--- config.mk ---
export PLATFORM = sky130hd
export DESIGN_NAME = voice_sequencer
export DESIGN_NICKNAME = d
export VERILOG_FILES = /design/src/rtl/voice_sequencer_pkg.sv /design/src/rtl/voice_regfile.sv /design/src/rtl/voice_sequencer.sv
export SDC_FILE = /design/constraint.sdc
export NUM_CORES = 1
export LEC_CHECK = 0
export ABC_CLOCK_PERIOD_IN_PS = 5270
export CAP_MARGIN = 10
export CORE_UTILIZATION = 60
export DETAILED_ROUTE_END_ITERATION = 12
export GPL_TIMING_DRIVEN = 0
export PLACE_DENSITY = 0.81
export SYNTH_ARGS = -nofsm -noshare
export SYNTH_HDL_FRONTEND = slang
export SYNTH_SLANG_ARGS = --single-unit
--- constraint.sdc ---
create_clock -name clk_i -period 5.27 [get_ports clk_i]
set_input_delay 0.527 -clock clk_i [delete_from_list [all_inputs] [get_ports clk_i]]
set_output_delay 0.527 -clock clk_i [all_outputs]
set_load 0.01 [all_outputs]
--- src/rtl/voice_sequencer_pkg.sv ---
// Shared constants and types for the three-voice frame sequencer.
// Register map, CTRL bit positions, FSM state type and the per-voice parameter bundle.
package voice_sequencer_pkg;

  localparam int NUM_VOICES = 3;
  localparam int WAVE_W     = 10;

  localparam logic [2:0] REG_FREQ_LO = 3'd0;
  localparam logic [2:0] REG_FREQ_HI = 3'd1;
  localparam logic [2:0] REG_PW_LO   = 3'd2;
  localparam logic [2:0] REG_PW_HI   = 3'd3;
  localparam logic [2:0] REG_CTRL    = 3'd4;

  localparam int CTRL_WAVE_MSB = 7;
  localparam int CTRL_WAVE_LSB = 4;
  localparam int CTRL_RING_BIT = 2;
  localparam int CTRL_SYNC_BIT = 1;

  typedef enum logic [1:0] {
    ST_IDLE,
    ST_ISSUE,
    ST_WAIT,
    ST_DONE
  } seq_state_e;

  typedef struct packed {
    logic [15:0] freq;
    logic [11:0] pw;
    logic [3:0]  wave_sel;
    logic        sync;
    logic        ring;
  } voice_params_t;

endpackage

--- src/rtl/voice_regfile.sv ---
// Live per-voice register file plus the frame shadow that feeds the generator.
// Shadow is loaded from the pre-write live values, so a same-cycle write lands next frame.
module voice_regfile
  import voice_sequencer_pkg::*;
(
  input  logic          clk_i,
  input  logic          rst_i,
  input  logic          we_i,
  input  logic [4:0]    addr_i,
  input  logic [7:0]    wdata_i,
  input  logic          snap_i,
  input  logic [1:0]    sel_i,
  output voice_params_t params_o
);

  voice_params_t live_q   [NUM_VOICES];
  voice_params_t shadow_q [NUM_VOICES];

  always_ff @(posedge clk_i) begin
    if (rst_i) begin
      for (int v = 0; v < NUM_VOICES; v++) begin
        live_q[v]   <= '0;
        shadow_q[v] <= '0;
      end
    end else begin
      if (snap_i) begin
        for (int v = 0; v < NUM_VOICES; v++) shadow_q[v] <= live_q[v];
      end
      // voice 3 and indices 5..7 match nothing and are dropped
      if (we_i) begin
        for (int v = 0; v < NUM_VOICES; v++) begin
          if (addr_i[4:3] == 2'(v)) begin
            case (addr_i[2:0])
              REG_FREQ_LO: live_q[v].freq[7:0]  <= wdata_i;
              REG_FREQ_HI: live_q[v].freq[15:8] <= wdata_i;
              REG_PW_LO:   live_q[v].pw[7:0]    <= wdata_i;
              REG_PW_HI:   live_q[v].pw[11:8]   <= wdata_i[3:0];
              REG_CTRL: begin
                live_q[v].wave_sel <= wdata_i[CTRL_WAVE_MSB:CTRL_WAVE_LSB];
                live_q[v].ring     <= wdata_i[CTRL_RING_BIT];
                live_q[v].sync     <= wdata_i[CTRL_SYNC_BIT];
              end
              default: ;
            endcase
          end
        end
      end
    end
  end

  always_comb begin
    params_o = '0;
    for (int v = 0; v < NUM_VOICES; v++) begin
      if (sel_i == 2'(v)) params_o = shadow_q[v];
    end
  end

endmodule

--- src/rtl/voice_sequencer.sv ---
// Frame sequencer: on each sample tick, runs the shared voice generator once per voice
// from a frozen parameter snapshot and collects the three samples for the mixer.
module voice_sequencer
  import voice_sequencer_pkg::*;
(
  input  logic                     clk_i,
  input  logic                     rst_i,
  input  logic                     sample_tick_i,
  input  logic                     reg_we_i,
  input  logic [4:0]               reg_addr_i,
  input  logic [7:0]               reg_wdata_i,
  output logic                     mv_start_o,
  output logic [1:0]               mv_voice_o,
  output logic [15:0]              mv_freq_o,
  output logic [11:0]              mv_pw_o,
  output logic [3:0]               mv_wave_sel_o,
  output logic                     mv_sync_o,
  output logic                     mv_ring_o,
  input  logic                     mv_ready_i,
  input  logic signed [WAVE_W-1:0] mv_wave_i,
  output logic signed [WAVE_W-1:0] voice0_o,
  output logic signed [WAVE_W-1:0] voice1_o,
  output logic signed [WAVE_W-1:0] voice2_o,
  output logic                     frame_valid_o,
  output logic                     overrun_o,
  output logic                     timeout_err_o
);

  seq_state_e    state_q, state_d;
  logic [1:0]    voice_q, voice_d;
  logic [3:0]    wd_q;
  logic [NUM_VOICES-1:0][WAVE_W-1:0] samp_q;
  logic          overrun_q;
  logic          timeout_q;
  voice_params_t params;

  logic accept, ready_ok, wd_expire, step;

  assign accept    = (state_q == ST_IDLE) && sample_tick_i;
  assign ready_ok  = (state_q == ST_WAIT) && mv_ready_i;
  assign wd_expire = (state_q == ST_WAIT) && !mv_ready_i && (wd_q == 4'hF);
  assign step      = ready_ok || wd_expire;

  voice_regfile u_regfile (
    .clk_i    (clk_i),
    .rst_i    (rst_i),
    .we_i     (reg_we_i),
    .addr_i   (reg_addr_i),
    .wdata_i  (reg_wdata_i),
    .snap_i   (accept),
    .sel_i    (voice_q),
    .params_o (params)
  );

  always_comb begin
    state_d = state_q;
    voice_d = voice_q;
    case (state_q)
      ST_IDLE: begin
        if (sample_tick_i) begin
          state_d = ST_ISSUE;
          voice_d = 2'd0;
        end
      end
      ST_ISSUE: state_d = ST_WAIT;
      ST_WAIT: begin
        if (step) begin
          if (voice_q == 2'(NUM_VOICES - 1)) begin
            state_d = ST_DONE;
          end else begin
            state_d = ST_ISSUE;
            voice_d = voice_q + 2'd1;
          end
        end
      end
      ST_DONE: state_d = ST_IDLE;
      default: state_d = ST_IDLE;
    endcase
  end

  always_ff @(posedge clk_i) begin
    if (rst_i) begin
      state_q   <= ST_IDLE;
      voice_q   <= 2'd0;
      wd_q      <= 4'd0;
      samp_q    <= '0;
      overrun_q <= 1'b0;
      timeout_q <= 1'b0;
    end else begin
      state_q   <= state_d;
      voice_q   <= voice_d;
      overrun_q <= sample_tick_i && (state_q != ST_IDLE);
      if (state_q == ST_ISSUE)     wd_q <= 4'd0;
      else if (state_q == ST_WAIT) wd_q <= wd_q + 4'd1;
      // a silent generator leaves a zero sample rather than a stale one
      for (int v = 0; v < NUM_VOICES; v++) begin
        if (step && voice_q == 2'(v)) samp_q[v] <= ready_ok ? mv_wave_i : '0;
      end
      if (wd_expire) timeout_q <= 1'b1;
    end
  end

  assign mv_start_o    = (state_q == ST_ISSUE);
  assign mv_voice_o    = voice_q;
  assign mv_freq_o     = params.freq;
  assign mv_pw_o       = params.pw;
  assign mv_wave_sel_o = params.wave_sel;
  assign mv_sync_o     = params.sync;
  assign mv_ring_o     = params.ring;
  assign voice0_o      = samp_q[0];
  assign voice1_o      = samp_q[1];
  assign voice2_o      = samp_q[2];
  assign frame_valid_o = (state_q == ST_DONE);
  assign overrun_o     = overrun_q;
  assign timeout_err_o = timeout_q;

endmodule

==> impl_results.md <==
* Maximum level of the CTS H-tree at 1
* Tmin final at 3.85 ns
* Register clock-pin slew on the reported worst setup and hold paths at 0.07 ns
* Final weighted congestion in routability-driven placement at 0.886
* WP data required at 4.74 ns
* Startpoint type of the worst setup path: flop
* DIE AREA at 0.0168 mm²
* Number of global-route vias before repair at 6194
* Proportion of layout cells with a drive suffix above 1 at 9.40%
* Area contributors post-synth: sky130_fd_sc_hd__edfxtp_1, sky130_fd_sc_hd__dfxtp_1, sky130_fd_sc_hd__and2_1
* Switch Pwr at 0.913 mW
* Worst-Margin Slew at 1.10 ns
* Share of the clock period used by the worst path after layout at 73.1%
* Power share of the combinational group at 7.8%
* Worst clock skew at 0.0141 ns
* Power per cell area at 360 mW/mm²
* Run status: finished clean
* Post-synth net total at 750
* Max frequency at 259 MHz
* Number of buffers inserted by port buffering at 94
* Die height at 129 µm
* Count of unresolved DRC violations after routing at 0
* Number of instances in the placed design at 1032
* Number of buffers added for setup after CTS at 0
* Netlist area before placement at 0.00975 mm²
* Count of routing violations after the opening detailed-route iteration at 606
* Horizontal die dimension at 129 µm
* Cell at the root of the clock tree: sky130_fd_sc_hd__clkbuf_16
* Data arrival at the endpoint of the critical path at 3.33 ns
* Floorplan Core Area at 0.0159 mm²
* Total internal power at 3.34 mW
* Sequential fraction of design power at 53.2%
* Rel. slew slack at 26.8%
* Non-filler cells in the finished layout at 1078
* Master of the slowest instance on the critical path: sky130_fd_sc_hd__clkdlybuf4s50_1
* Leak Pwr at 4.23 nW
* Delay of the slowest cell on the worst path at 0.60 ns
* TritonCTS clock tree: done
* Number of filler instances in the final layout at 979
* Antenna Cells at 0
* Sw frac at 21.5%
* Category of the critical setup timing path: flop to primary output
* Placement-stage cell area at 0.0110 mm²
* Count of cells along the worst hold path at 3
* Count of endpoints failing hold in the final timing report at 0
* Clock latency on the worst-skew pair at 0.51 ns
* Commonest register cell after synthesis: sky130_fd_sc_hd__edfxtp_1
* Number of nets with antenna violations after routing at 0
* HPWL after detailed placement at 15300 µm
* Number of placement rows at 46
* Global route total overflow at 0
* Number of synthesized register bits at 244
* Area overhead of the layout relative to synthesis at 21.4%
* Total Nets Final at 877
* Setup TNS after final layout at 0 ns
* Number of pins exceeding their max-slew limit in the final report at 0
* CTS Buffer Depth at 3
* Maximum number of pins on one net before global-route repair at 73
* First-pass GRT wire length at 34800 µm
* Largest voltage drop on the vdd net at 0.290 mV
* Share of flip-flops with an asynchronous set or reset at 0%
* Number of CTS-inserted buffers at 24
* Leading area contributor after synthesis: sky130_fd_sc_hd__edfxtp_1
* Post-detailed-route via-to-cell ratio at 5.90
* Drt first pass iters at 6
* Post-Place Worst Slack at 2.05 ns
* Maximum fanout count along the critical path at 10
* Number of enable-type register cells in the synthesized netlist at 204
* Most frequent cell after synthesis: sky130_fd_sc_hd__edfxtp_1
* Final setup violation count at 0
* Per-cell routed wire length at 20.9 µm
* Fraction of synthesized cell area taken by the top area cell type at 62.9%
* Post-route design area at 0.0118 mm²
* Clock Sink Count at 244
* Number of gates given a new drive strength after cts at 0
* Initial antenna violation count at 0
* RSZ-0062 raised after global routing: false
* Critical path cell sequence: ha_1 > clkbuf_1 > buf_2 > a22oi_1 > o21ai_0 > clkdlybuf4s50_1
* Top-Level Pins at 98
* Mean instance size in the synthesized netlist at 13.6 µm²
* Endpoint kind of the worst setup timing path: primary output
* R2R depth at 6
* Overall Global Routing Usage at 28.2%
* Worst hold slack across all endpoints at 0.462 ns
* Clock network fraction of design power at 39.0%
* Number of standard cells after synthesis at 718
* Total via count in the routed design at 6355
* Number of maximum-capacitance constraint violations at 0
* Most frequent cells after synthesis: sky130_fd_sc_hd__edfxtp_1, sky130_fd_sc_hd__and2_1, sky130_fd_sc_hd__nand2_1
* Count of cell types in the netlist at 47
* Layout Utilization at 74.5%
* Hold Crit Class: primary input to flop
* Number of buffers inserted by hold repair at cts at 0
* Effective utilization at floorplan at 61.4%
* Fraction of the yosys area taken by sequential cells at 71.1%
* Minimum setup slack in the final design at 1.42 ns
* Routed WL at 22600 µm
* Warnings from Yosys at 0
* Total Power at 4.25 mW
-- placed cells by master (no fill, tap or decap), drive strengths merged, types with 26 or more instances in the layout --
cell type      count
and2             110
clkbuf            61
dfxtp             40
nand2             45
o32ai             30
buf               27
inv               38
edfxtp           204
clkdlybuf4s50     94
a21oi             26
o21ai             41
-- registers in the layout, summed over array words and instances (netlist names) --
| register | flops |
|---|---|
| overrun_o | 1 |
| mv_voice_o | 2 |
| wd_q | 4 |
| u_regfile.live_q | 102 |
| voice2_o | 10 |
| voice0_o | 10 |
| state_q | 2 |
| voice1_o | 10 |
| u_regfile.shadow_q | 102 |
| timeout_err_o | 1 |
-- worst max-delay path, delay by kind of cell, from the launching register on --
kind	cells	cell delay, ns
adders and majority gates	1	0.43
buffers and inverters	3	1.47
AOI/OAI and AO/OA	2	0.43
DFF	1	0.46
-- path summary, 6_finish.rpt --
| check | startpoint | end | slack, ns |
|---|---|---|---|
| max | mv_voice_o[0] | mv_pw_o[7] | 1.42 |
| min | rst_i | mv_voice_o[1] | 0.46 |
| max reg2reg | mv_voice_o[0] | voice2_o[6] | 3.20 |
| min reg2reg | voice2_o[8] | voice2_o[8] | 0.48 |
-- per-layer routing --
layer / part of all wire [%] / vias up / track usage (%) / wire [µm]
met5: 0 / - / 0 / 0
met4: 4.4 / 0 / 12.4 / 984
met3: 9.6 / 85 / 5.86 / 2160
met2: 49 / 372 / 46.8 / 11000
met1: 37 / 3033 / 36.3 / 8430
li1: - / 2865 / - / -
-- power by group through the flow --
stage | combinational, mW | sequential, mW | clock [mW]
floorplan | 0.171 | 2.30 | 0
global placement | 0.309 | 2.30 | 0
detailed placement | 0.327 | 2.30 | 0
CTS | 0.331 | 2.26 | 1.67
global route | 0.358 | 2.27 | 1.76
finish | 0.333 | 2.26 | 1.66
-- area by class of cell --
cell class	count	area [µm²]	share of cell area [%]
clock inverter	9	45.0	0.381
inverter	35	131	1.11
timing repair buffer	101	1010	8.54
tap	216	270	2.28
buffer	47	204	1.72
sequential	244	6930	58.5
multi-input combinational	392	2510	21.2
clock buffer	34	733	6.20
-- cells by family after synthesis --
group,after synthesis,share of synthesized area (%)
xor gates and xnor gates,1,0.0899
buffers and inverters,82,3.44
adders and majority gates,4,0.514
AOI/OAI and AO/OA,127,8.67
DFF,244,71.1
and+or+nand+nor,258,16.0
muxes,2,0.205
Power figures use the tool's default switching activity.
